### src/rtl/mem_arbiter_pkg.sv
// Shared types for the two-port RAM arbiter: FSM states, owner codes and data width.
// Optional build macro MEM_ARB_ROUND_ROBIN_EN selects round-robin tie breaking.
package mem_arbiter_pkg;

    localparam int WORD_W = 16;

    typedef enum logic [1:0] {
        ST_IDLE  = 2'd0,
        ST_GRANT = 2'd1,
        ST_RESP  = 2'd2
    } state_t;

    typedef enum logic [1:0] {
        OWN_NONE = 2'b00,
        OWN_CPU  = 2'b01,
        OWN_DEV  = 2'b10
    } owner_t;

    // The requester that did not hold the previous grant.
    function automatic owner_t other_port(input owner_t last);
        return (last == OWN_CPU) ? OWN_DEV : OWN_CPU;
    endfunction

endpackage

### src/rtl/mem_arbiter_arb_pick.sv
// Combinational two-way winner select for mem_arbiter.
// MEM_ARB_ROUND_ROBIN_EN: ties go to the port that was not granted last; otherwise CPU wins ties.
module arb_pick
    import mem_arbiter_pkg::*;
(
    input  logic   cpu_req,
    input  logic   dev_req,
`ifdef MEM_ARB_ROUND_ROBIN_EN
    input  owner_t last_owner,
`endif
    output owner_t winner
);

    always_comb begin
        winner = OWN_NONE;
        if (cpu_req && dev_req) begin
`ifdef MEM_ARB_ROUND_ROBIN_EN
            winner = other_port(last_owner);
`else
            winner = OWN_CPU;
`endif
        end else if (cpu_req) begin
            winner = OWN_CPU;
        end else if (dev_req) begin
            winner = OWN_DEV;
        end
    end

endmodule

### src/rtl/mem_arbiter.sv
// Arbitrates one synchronous single-port RAM between the CPU (priority) and a device port.
// Build macro MEM_ARB_ROUND_ROBIN_EN enables round-robin tie breaking via last_owner.
module mem_arbiter
    import mem_arbiter_pkg::*;
#(
    parameter int ADDR_WIDTH = 13,
    parameter int DATA_WIDTH = WORD_W
)(
    input  logic                  clock_input,
    input  logic                  reset,

    input  logic                  cpu_req,
    input  logic                  cpu_we,
    input  logic [ADDR_WIDTH-1:0] cpu_addr,
    input  logic [DATA_WIDTH-1:0] cpu_wdata,
    output logic                  cpu_ack,
    output logic [DATA_WIDTH-1:0] cpu_rdata,

    input  logic                  dev_req,
    input  logic                  dev_we,
    input  logic [ADDR_WIDTH-1:0] dev_addr,
    input  logic [DATA_WIDTH-1:0] dev_wdata,
    output logic                  dev_ack,
    output logic [DATA_WIDTH-1:0] dev_rdata,

    output logic                  mem_en,
    output logic                  mem_we,
    output logic [ADDR_WIDTH-1:0] mem_addr,
    output logic [DATA_WIDTH-1:0] mem_wdata,
    input  logic [DATA_WIDTH-1:0] mem_rdata,

    output logic [1:0]            owner
);

    state_t                state;
    owner_t                owner_q;
    owner_t                winner;
    logic                  acc_we;
    logic [DATA_WIDTH-1:0] cpu_rdata_q;
    logic [DATA_WIDTH-1:0] dev_rdata_q;
`ifdef MEM_ARB_ROUND_ROBIN_EN
    owner_t                last_owner;
`endif

    arb_pick u_pick (
        .cpu_req    (cpu_req),
        .dev_req    (dev_req),
`ifdef MEM_ARB_ROUND_ROBIN_EN
        .last_owner (last_owner),
`endif
        .winner     (winner)
    );

    always_ff @(posedge clock_input or posedge reset) begin
        if (reset) begin
            state       <= ST_IDLE;
            owner_q     <= OWN_NONE;
            acc_we      <= 1'b0;
            mem_en      <= 1'b0;
            mem_we      <= 1'b0;
            mem_addr    <= '0;
            mem_wdata   <= '0;
            cpu_ack     <= 1'b0;
            dev_ack     <= 1'b0;
            cpu_rdata_q <= '0;
            dev_rdata_q <= '0;
`ifdef MEM_ARB_ROUND_ROBIN_EN
            last_owner  <= OWN_DEV;
`endif
        end else begin
            cpu_ack <= 1'b0;
            dev_ack <= 1'b0;
            case (state)
                ST_IDLE: begin
                    // Capture the winner's access; later request changes are ignored.
                    if (winner != OWN_NONE) begin
                        owner_q <= winner;
                        mem_en  <= 1'b1;
                        if (winner == OWN_CPU) begin
                            acc_we    <= cpu_we;
                            mem_we    <= cpu_we;
                            mem_addr  <= cpu_addr;
                            mem_wdata <= cpu_wdata;
                        end else begin
                            acc_we    <= dev_we;
                            mem_we    <= dev_we;
                            mem_addr  <= dev_addr;
                            mem_wdata <= dev_wdata;
                        end
`ifdef MEM_ARB_ROUND_ROBIN_EN
                        last_owner <= winner;
`endif
                        state <= ST_GRANT;
                    end
                end
                ST_GRANT: begin
                    mem_en  <= 1'b0;
                    mem_we  <= 1'b0;
                    cpu_ack <= (owner_q == OWN_CPU);
                    dev_ack <= (owner_q == OWN_DEV);
                    state   <= ST_RESP;
                end
                ST_RESP: begin
                    if (!acc_we) begin
                        if (owner_q == OWN_CPU) begin
                            cpu_rdata_q <= mem_rdata;
                        end else if (owner_q == OWN_DEV) begin
                            dev_rdata_q <= mem_rdata;
                        end
                    end
                    owner_q <= OWN_NONE;
                    state   <= ST_IDLE;
                end
                default: begin
                    owner_q <= OWN_NONE;
                    mem_en  <= 1'b0;
                    mem_we  <= 1'b0;
                    state   <= ST_IDLE;
                end
            endcase
        end
    end

    // RAM data arrives in the ack cycle itself, so forward it there and hold it afterwards.
    assign cpu_rdata = (cpu_ack && !acc_we) ? mem_rdata : cpu_rdata_q;
    assign dev_rdata = (dev_ack && !acc_we) ? mem_rdata : dev_rdata_q;
    assign owner     = owner_q;

endmodule

### config.mk
export PLATFORM = sky130hd
export DESIGN_NAME = mem_arbiter
export DESIGN_NICKNAME = d
export VERILOG_FILES = /design/src/rtl/mem_arbiter_pkg.sv /design/src/rtl/mem_arbiter_arb_pick.sv /design/src/rtl/mem_arbiter.sv
export SDC_FILE = /design/constraint.sdc
export NUM_CORES = 1
export LEC_CHECK = 0
export CORE_MARGIN = 1.5
export CORE_UTILIZATION = 43
export DETAILED_ROUTE_END_ITERATION = 7
export PLACE_DENSITY_LB_ADDON = 0.05
export SYNTH_ARGS = -nofsm -noshare
export SYNTH_HDL_FRONTEND = slang
export SYNTH_SLANG_ARGS = --single-unit
### constraint.sdc
create_clock -name clock_input -period 3 [get_ports clock_input]
set_input_delay 0.6 -clock clock_input [delete_from_list [all_inputs] [get_ports clock_input]]
set_output_delay 0.6 -clock clock_input [all_outputs]
set_load 0.1 [all_outputs]
# Word level (Yosys, flattened, before mapping)
# Cells that the tools add are included.
# totals
ff_bits,70
inputBits,80
out_inout_bits,67
word_cells,50
# classes
n_eq_ne,6
mux,18
bitwise_logic,4
reduce_logical,11
# op_table
operator,count
16-bit 2-to-1 mux,3
13-bit 2-to-1 mux,1
2-bit 2-to-1 mux,5
2-bit one-hot mux with 2 select lines,2
"2-bit by 1-bit equality test with 1-bit output, second input constant",3
2-bit AND reduction,3
1-bit 2-to-1 mux,5
"2-bit equality test, second input constant",2
1-bit NOT,4
1-bit one-hot mux with 2 select lines,2
4-bit AND reduction,1
1-bit logical AND,3
3-bit AND reduction,1
2-bit logical NOT,1
"2-bit inequality test, second input constant",1
2-bit nonzero test,1
1-bit logical NOT,1

# Logic depth before layout (Yosys ltp)
# Gate-level depths: netlist of run 1.
# logic_depth
ltp_word,7
depth_mapped,7
mapped_depth_nobuf,3

# By module
# Synthesis of run 1 repeated with hierarchy kept, for this count alone.
# hier_totals
cells_unflattened,266
hier_area_um2,3460.8
# by_module_without_submodules
mod,instances,cells_per_inst,area_per_inst_um2
mem_arbiter,1,264,3450.8
arb_pick,1,2,10.0

# Worst setup path after synthesis of run 1
# OpenSTA, ideal clock, no wires.
# synth_timing
path_type,input to output
start,in dev_ack
end,out dev_rdata[10]
arrival_time_ns,2.181
path_slack_ns,0.219
path_stages,5
cell_sequence,dfrtp_1 > nor2b_1 > clkbuf_1 > buf_2 > mux2_2
# synth_between
elab_chain_cells,2
# synth_rtl
element,line_no,source
from (decl),mem_arbiter.sv:23,"output logic dev_ack,"
1-bit logical AND,mem_arbiter.sv:126,assign dev_rdata = (dev_ack && !acc_we) ? mem_rdata : dev_rdata_q;
16-bit 2-to-1 mux,mem_arbiter.sv:126,
to (decl),mem_arbiter.sv:24,"output logic [DATA_WIDTH-1:0] dev_rdata,"
# Every way passes these cells.

# Worst setup path in the final report of run 1
# layout_timing
start,in acc_we
end,out cpu_rdata[8]
# layout_between
elab_chain_cells,3
# layout_rtl
element,line_no,source
from (decl),mem_arbiter.sv:38,logic acc_we;
1-bit logical NOT,mem_arbiter.sv:125,assign cpu_rdata = (cpu_ack && !acc_we) ? mem_rdata : cpu_rdata_q;
1-bit logical AND,mem_arbiter.sv:125,
16-bit 2-to-1 mux,mem_arbiter.sv:125,
to (decl),mem_arbiter.sv:17,"output logic [DATA_WIDTH-1:0] cpu_rdata,"
# Every way passes these cells.

==> qor.csv, run 1 <==
stage;metric;value;unit
run_status;status;finished clean;
routing;Antenna Nets Post-Route;0;
floorplanning;Initial Util;0.444;
setup_path;critical path fanouts, max;16;
clock_network;CTS H-Tree Depth;3;
sta;final worst path period share;0.788;
yosys;top cell type's share of synthesized area;0.510;
finish;nets;492;
routing;Routed WL;8.41;mm
routing;vias per cell;5.15;
job;Max Cap Viol;0;
sta;worst-margin pin slew;522;ps
yosys;Mapped Area;3430;um2
yosys;Synth Register Bits;70;
routing;Remaining DRCs;0;
yosys;count of cell types in the netlist;21;
sta;setup_tns;0;ps
routing;Initial DRC Count;112;
yosys;Area contributors post-synth;dfrtp_1, mux2_2, a21oi_1, mux2_4, mux2i_1;
yosys;syn_nets;349;
yosys;Synth top cells by count;dfrtp_1, a21oi_1, mux2_2;
clock_network;clk root buf;clkbuf_8;
routing;1st-pass router iterations;4;
yosys;YS warnings;0;
clock_network;CTS tree;built;
yosys;most frequent cell after synthesis;dfrtp_1;
clock_network;clk_lat worst skew;330;ps
yosys;synthesized area per cell;12.8;um2
sta;RSZ-0062 raised after global routing;no;
finish;n_diodes;0;
sta;WHS;505;ps
global_route;largest net degree at the start of global routing;71;
yosys;main combinational cell family by area after synthesis;multiplexers;
clock_network;number of hold buffers added after CTS;0;
floorplanning;I/O pin count;147;
setup_path;startpoint class of the critical path;flip-flop;
yosys;leading area contributor after synthesis;dfrtp_1;
global_route;vias in the first global route;2776;
setup_path;CP required;2400;ps
finish;layout cell share with drive strength beyond 1;0.384;
yosys;Compound-Gate Fraction of Synth Area;0.0980;
yosys;sequential share of the synthesized area;0.510;
yosys;Synth Area in Simple Gates;0.0393;
clock_network;# Post-CTS Setup Buffers;0;
global_route;grt ovf;0;
placement;Buffers on Ports;146;
yosys;mux cell area share after synthesis;0.319;
setup_path;crit end category;primary output;
hold_path;min-delay worst type;flip-flop to flip-flop;
floorplanning;Core Area;7730;um2
clock_network;Clock Sinks;70;
setup_path;critical setup path kind;flip-flop to primary output;
sta;Final Hold Viols;0;
sta;# setup viols final;0;
hold_path;worst hold stages;1;
clock_network;# resized after CTS;0;
global_route;total global-route track usage;0.208;
clock_network;CTS buffer count;9;
placement;GPL Wtd Cong;0.721;
clock_network;clock slew seen by the registers of the worst setup and hold paths;80;ps
yosys;ys async rst share;1.00;
yosys;Synth Area in Adders;0;
yosys;ys flop type;dfrtp_1;
yosys;EDFF count, synth;0;
floorplanning;Die X;92.4;um
sta;f_max;423;MHz
global_route;first-pass GRT wire length;13.9;mm
finish;Util after Layout;0.706;
global_route;initial antenna violation count;0;
sta;Slew Viols, Final;0;
setup_path;Register-to-Register Path Depth;5;
yosys;Synth Area in XOR/XNOR;0;
setup_path;worst path arrival time;1760;ps
sta;minimum clock period;2360;ps
finish;Area Growth Syn to Fin;58.9;%
sta;Clock Skew;9.44;ps
clock_network;CTS Buffer Depth;2;
floorplanning;die height;92.4;um
routing;vias post-DR;2671;
routing;wire per inst;16.2;um
floorplanning;die area;8530;um2
yosys;Cells after Synth;269;
floorplanning;row count;32;
sta;Slew Limit Headroom;0.652;
placement;dpl hpwl;5.89;mm
## kinds of logic after synthesis
group,count (synthesis)
mux,94
flops,70
compound gates,65
buf+inv,24
simple gates,16
## layer usage
layer	track usage	up-vias	wire length (um)
li1	-	1261	-
met1	0.267	1308	3630
met2	0.348	90	4190
met3	0.0452	12	472
met4	0.0692	0	107
met5	0	-	0
## critical path: stages (launching register included)
cell and delay (ps):
dfrtp_1 450, nand2b_1 140, buf_4 250, mux2_2 400
buf_12 170
## worst paths after layout
kind / from / to / slack, ps
hold / removal: dev_rdata_q[11]$_DFFE_PP0P_ / dev_rdata_q[11]$_DFFE_PP0P_ / 500
min in group asynchronous: reset / cpu_rdata_q[2]$_DFFE_PP0P_ / 660
hold reg to reg: dev_rdata_q[11]$_DFFE_PP0P_ / dev_rdata_q[11]$_DFFE_PP0P_ / 500
setup / recovery: acc_we$_DFFE_PP0P_ / cpu_rdata[8] / 640
max in group asynchronous: reset / cpu_rdata_q[12]$_DFFE_PP0P_ / 2020
setup reg to reg: state[0]$_DFFE_PP0P_ / mem_addr[3]$_DFFE_PP0P_ / 1200
## sequential cells by signal, summed over array words and instances (netlist names)
name / cells
cpu_rdata_q: 16
dev_rdata_q: 16
mem_wdata: 16
mem_addr: 13
owner: 2
state: 2
acc_we: 1
cpu_ack: 1
dev_ack: 1
mem_en: 1
mem_we: 1
## placed cells by master (no fill, tap or decap), types with 2 or more instances in the layout
cell             count
nor2b_1              2
nand2b_1             2
nand3b_4             2
mux2i_1             30
buf_4               40
dfrtp_1             70
a21oi_1             63
clkdlybuf4s50_1     78
nor2_1               4
bufinv_16            2
mux2_2              44
buf_12              34
mux2_4              20
clkbuf_8            12
nor4b_1              2
## final cells by class
class	instances	area, um2
sequential	70	1750
tap	102	128
fill	569	2270
multi-input combinational	175	1570
inverter	3	11.3
timing repair buffer	153	1770
clock buffer	13	169
clock inverter	3	65.1
## per-stage QoR
stage | worst slack [ps] | cell area, um2 | std cells
global placement | 840 | 5230 | 503
floorplan | 219 | 3430 | 269
global route | 535 | 5460 | 519
finish | 637 | 5460 | 519
CTS | 604 | 5460 | 519
detailed placement | 825 | 5230 | 503
Power of run 1 is not shown: default switching activity piles up to over one toggle a cycle in this logic, so the estimate is an artifact.
==> run 2: changes to the inputs <==
clock period = 2.3 ns   (was 3 ns; I/O delays follow)
==> run 2 against run 1 <==
Utilization decreased by 0.47 points. Register-to-register slack got worse by 570 ps. Final cell count increased by 0.39%. Setup slack got worse by 530 ps. Routed wire length increased by 1.5%. Critical path type unchanged. Flip-flop and latch count unchanged. Highest routed layer unchanged. Via count increased by 0.37%. Clock skew decreased by 2.5 ps. Worst hold slack got worse by 6.1 ps.
==> qor.csv, run 2 (synthesis results as in run 1) <==
stage;metric;value;unit;change
sta;f_max;456;MHz;
sta;RSZ-0062 raised after global routing;no;;
run_status;status;finished clean;;
routing;Initial DRC Count;102;;-8.9%
setup_path;critical path fanouts, max;16;;unchanged
clock_network;CTS Buffer Depth;2;;unchanged
setup_path;FF-to-FF End;cpu_rdata_q[7]$_DFFE_PP0P_;;
clock_network;clk root buf;clkbuf_8;;
floorplanning;Die X;92.4;um;unchanged
setup_path;CP required;1840;ps;-560 ps
setup_path;critical setup path kind;flip-flop to primary output;;
finish;nets;494;;+0.41%
placement;dpl hpwl;6.20;mm;+5.3%
setup_path;FF-to-FF setup slack;630;ps;-570 ps
routing;wire per inst;16.4;um;+1.1%
setup_path;startpoint class of the critical path;flip-flop;;
floorplanning;Core Area;7730;um2;unchanged
global_route;total global-route track usage;0.212;;+0.00384
clock_network;# Post-CTS Setup Buffers;0;;unchanged
sta;worst-margin pin slew;534;ps;+11.8 ps
sta;Slew Limit Headroom;0.644;;-0.00838
job;Max Cap Viol;0;;unchanged
global_route;initial antenna violation count;0;;unchanged
routing;Antenna Nets Post-Route;0;;unchanged
finish;FILL cells;560;;-1.6%
floorplanning;row count;32;;unchanged
floorplanning;die area;8530;um2;unchanged
routing;vias post-DR;2681;;+0.37%
global_route;largest net degree at the start of global routing;36;;-49%
floorplanning;Initial Util;0.444;;unchanged
floorplanning;I/O pin count;147;;unchanged
sta;minimum clock period;2190;ps;
placement;GPL Wtd Cong;0.734;;+1.8%
global_route;met1 Use GR;0.248;;-0.0185
global_route;GRT Max-Usage Layer;met2;;
global_route;grt ovf;0;;unchanged
global_route;met2 GRT Util;0.373;;+0.0251
finish;fin area;5420;um2;-0.66%
clock_network;# resized after CTS;0;;unchanged
finish;top flop regs;cpu_rdata_q: 16 flops, dev_rdata_q: 16 flops, mem_wdata: 16 flops;;
routing;Routed WL;8.53;mm;+1.5%
routing;1st-pass router iterations;4;;unchanged
clock_network;CTS H-Tree Depth;3;;unchanged
hold_path;min-delay worst type;input pin to asynchronous set/reset pin;;
placement;dpl cell area;5260;um2;+0.69%
finish;most frequent cells in the layout;clkdlybuf4s50_1, dfrtp_1, a21oi_1, mux2_2, buf_4;;
sta;Clock Skew;6.93;ps;-2.51 ps
finish;Util after Layout;0.702;;-0.00470
finish;most common cell after layout, fill and taps aside;clkdlybuf4s50_1;;
sta;# setup viols final;0;;unchanged
setup_path;reg2reg start;state[1]$_DFFE_PP0P_;;
global_route;vias in the first global route;2890;;+4.1%
sta;final worst path period share;0.953;;
setup_path;crit end category;primary output;;
sta;Slew Viols, Final;0;;unchanged
sta;WHS;498;ps;-6.06 ps
global_route;met3 GRT Util;0.0476;;+0.00246
placement;Buffers on Ports;146;;unchanged
clock_network;CTS buffer count;9;;unchanged
clock_network;number of hold buffers added after CTS;0;;unchanged
routing;vias per cell;5.15;;about the same
sta;Final Hold Viols;0;;unchanged
clock_network;Clock Sinks;70;;unchanged
finish;Area Growth Syn to Fin;57.9;%;
routing;Remaining DRCs;0;;unchanged
global_route;first-pass GRT wire length;14.0;mm;+0.99%
floorplanning;die height;92.4;um;unchanged
clock_network;clock slew seen by the registers of the worst setup and hold paths;70;ps;about the same
clock_network;CTS tree;built;;
clock_network;clk_lat worst skew;330;ps;about the same
setup_path;worst path arrival time;1730;ps;-30 ps
finish;layout cell share with drive strength beyond 1;0.384;;+0.000555
finish;n_diodes;0;;unchanged
setup_path;Register-to-Register Path Depth;3;;-2
==> run 2: changes by cell type in the layout (fill, tap and decap cells not counted), sizes merged <==
cell and change:
clkbuf +2, bufinv -2, buf +2
==> run 2: worst max-delay path, stage by stage, from the launching register on <==
cell,delay (ps)
dfrtp_1,440
nand2b_1,130
buf_4,250
mux2_2,400
buf_12,170
==> run 2: final cells by class <==
type | instances | area, um2 | share of cell area
repair buffers | 155 | 1790 | 0.331
flip-flops and latches | 70 | 1750 | 0.323
multi-input cells | 175 | 1570 | 0.290
clock buffers | 15 | 156 | 0.0288
well taps | 102 | 128 | 0.0235
inverters | 3 | 11.3 | 0.00208
clock inverters | 1 | 5.00 | 0.000923
==> run 2: worst max path at each step <==
| stage | to | startpoint | slack [ps] | cells past startpoint |
|---|---|---|---|---|
| 3_3_place_gp | dev_rdata[1] | mem_rdata[1] | 430 | 3 |
| 5_1_grt | cpu_rdata[7] | acc_we$_DFFE_PP0P_ | 8 | 4 |
| 6_report | cpu_rdata[7] | acc_we$_DFFE_PP0P_ | 110 | 4 |
| 4_1_cts | cpu_rdata[7] | acc_we$_DFFE_PP0P_ | 70 | 4 |
| 2_1_floorplan | cpu_ack$_DFF_PP0_ | reset | -80 | 1 |
| 3_5_place_dp | dev_rdata[13] | mem_rdata[13] | 410 | 3 |
==> run 2: per-stage QoR <==
step	TNS, ps	setup WS (ps)	std cells
6_report	0	107	521
2_1_floorplan	-918	-84.2	269
3_5_place_dp	0	413	505
5_1_grt	0	8.23	521
3_3_place_gp	0	429	505
4_1_cts	0	72.9	521
==> run 2: metal layers <==
metal	vias to the layer above	routed length, um
met2	93	4220
li1	1261	-
met1	1315	3710
met5	-	0
met4	0	140
met3	12	454
Power of run 2 is left out for the same reason.
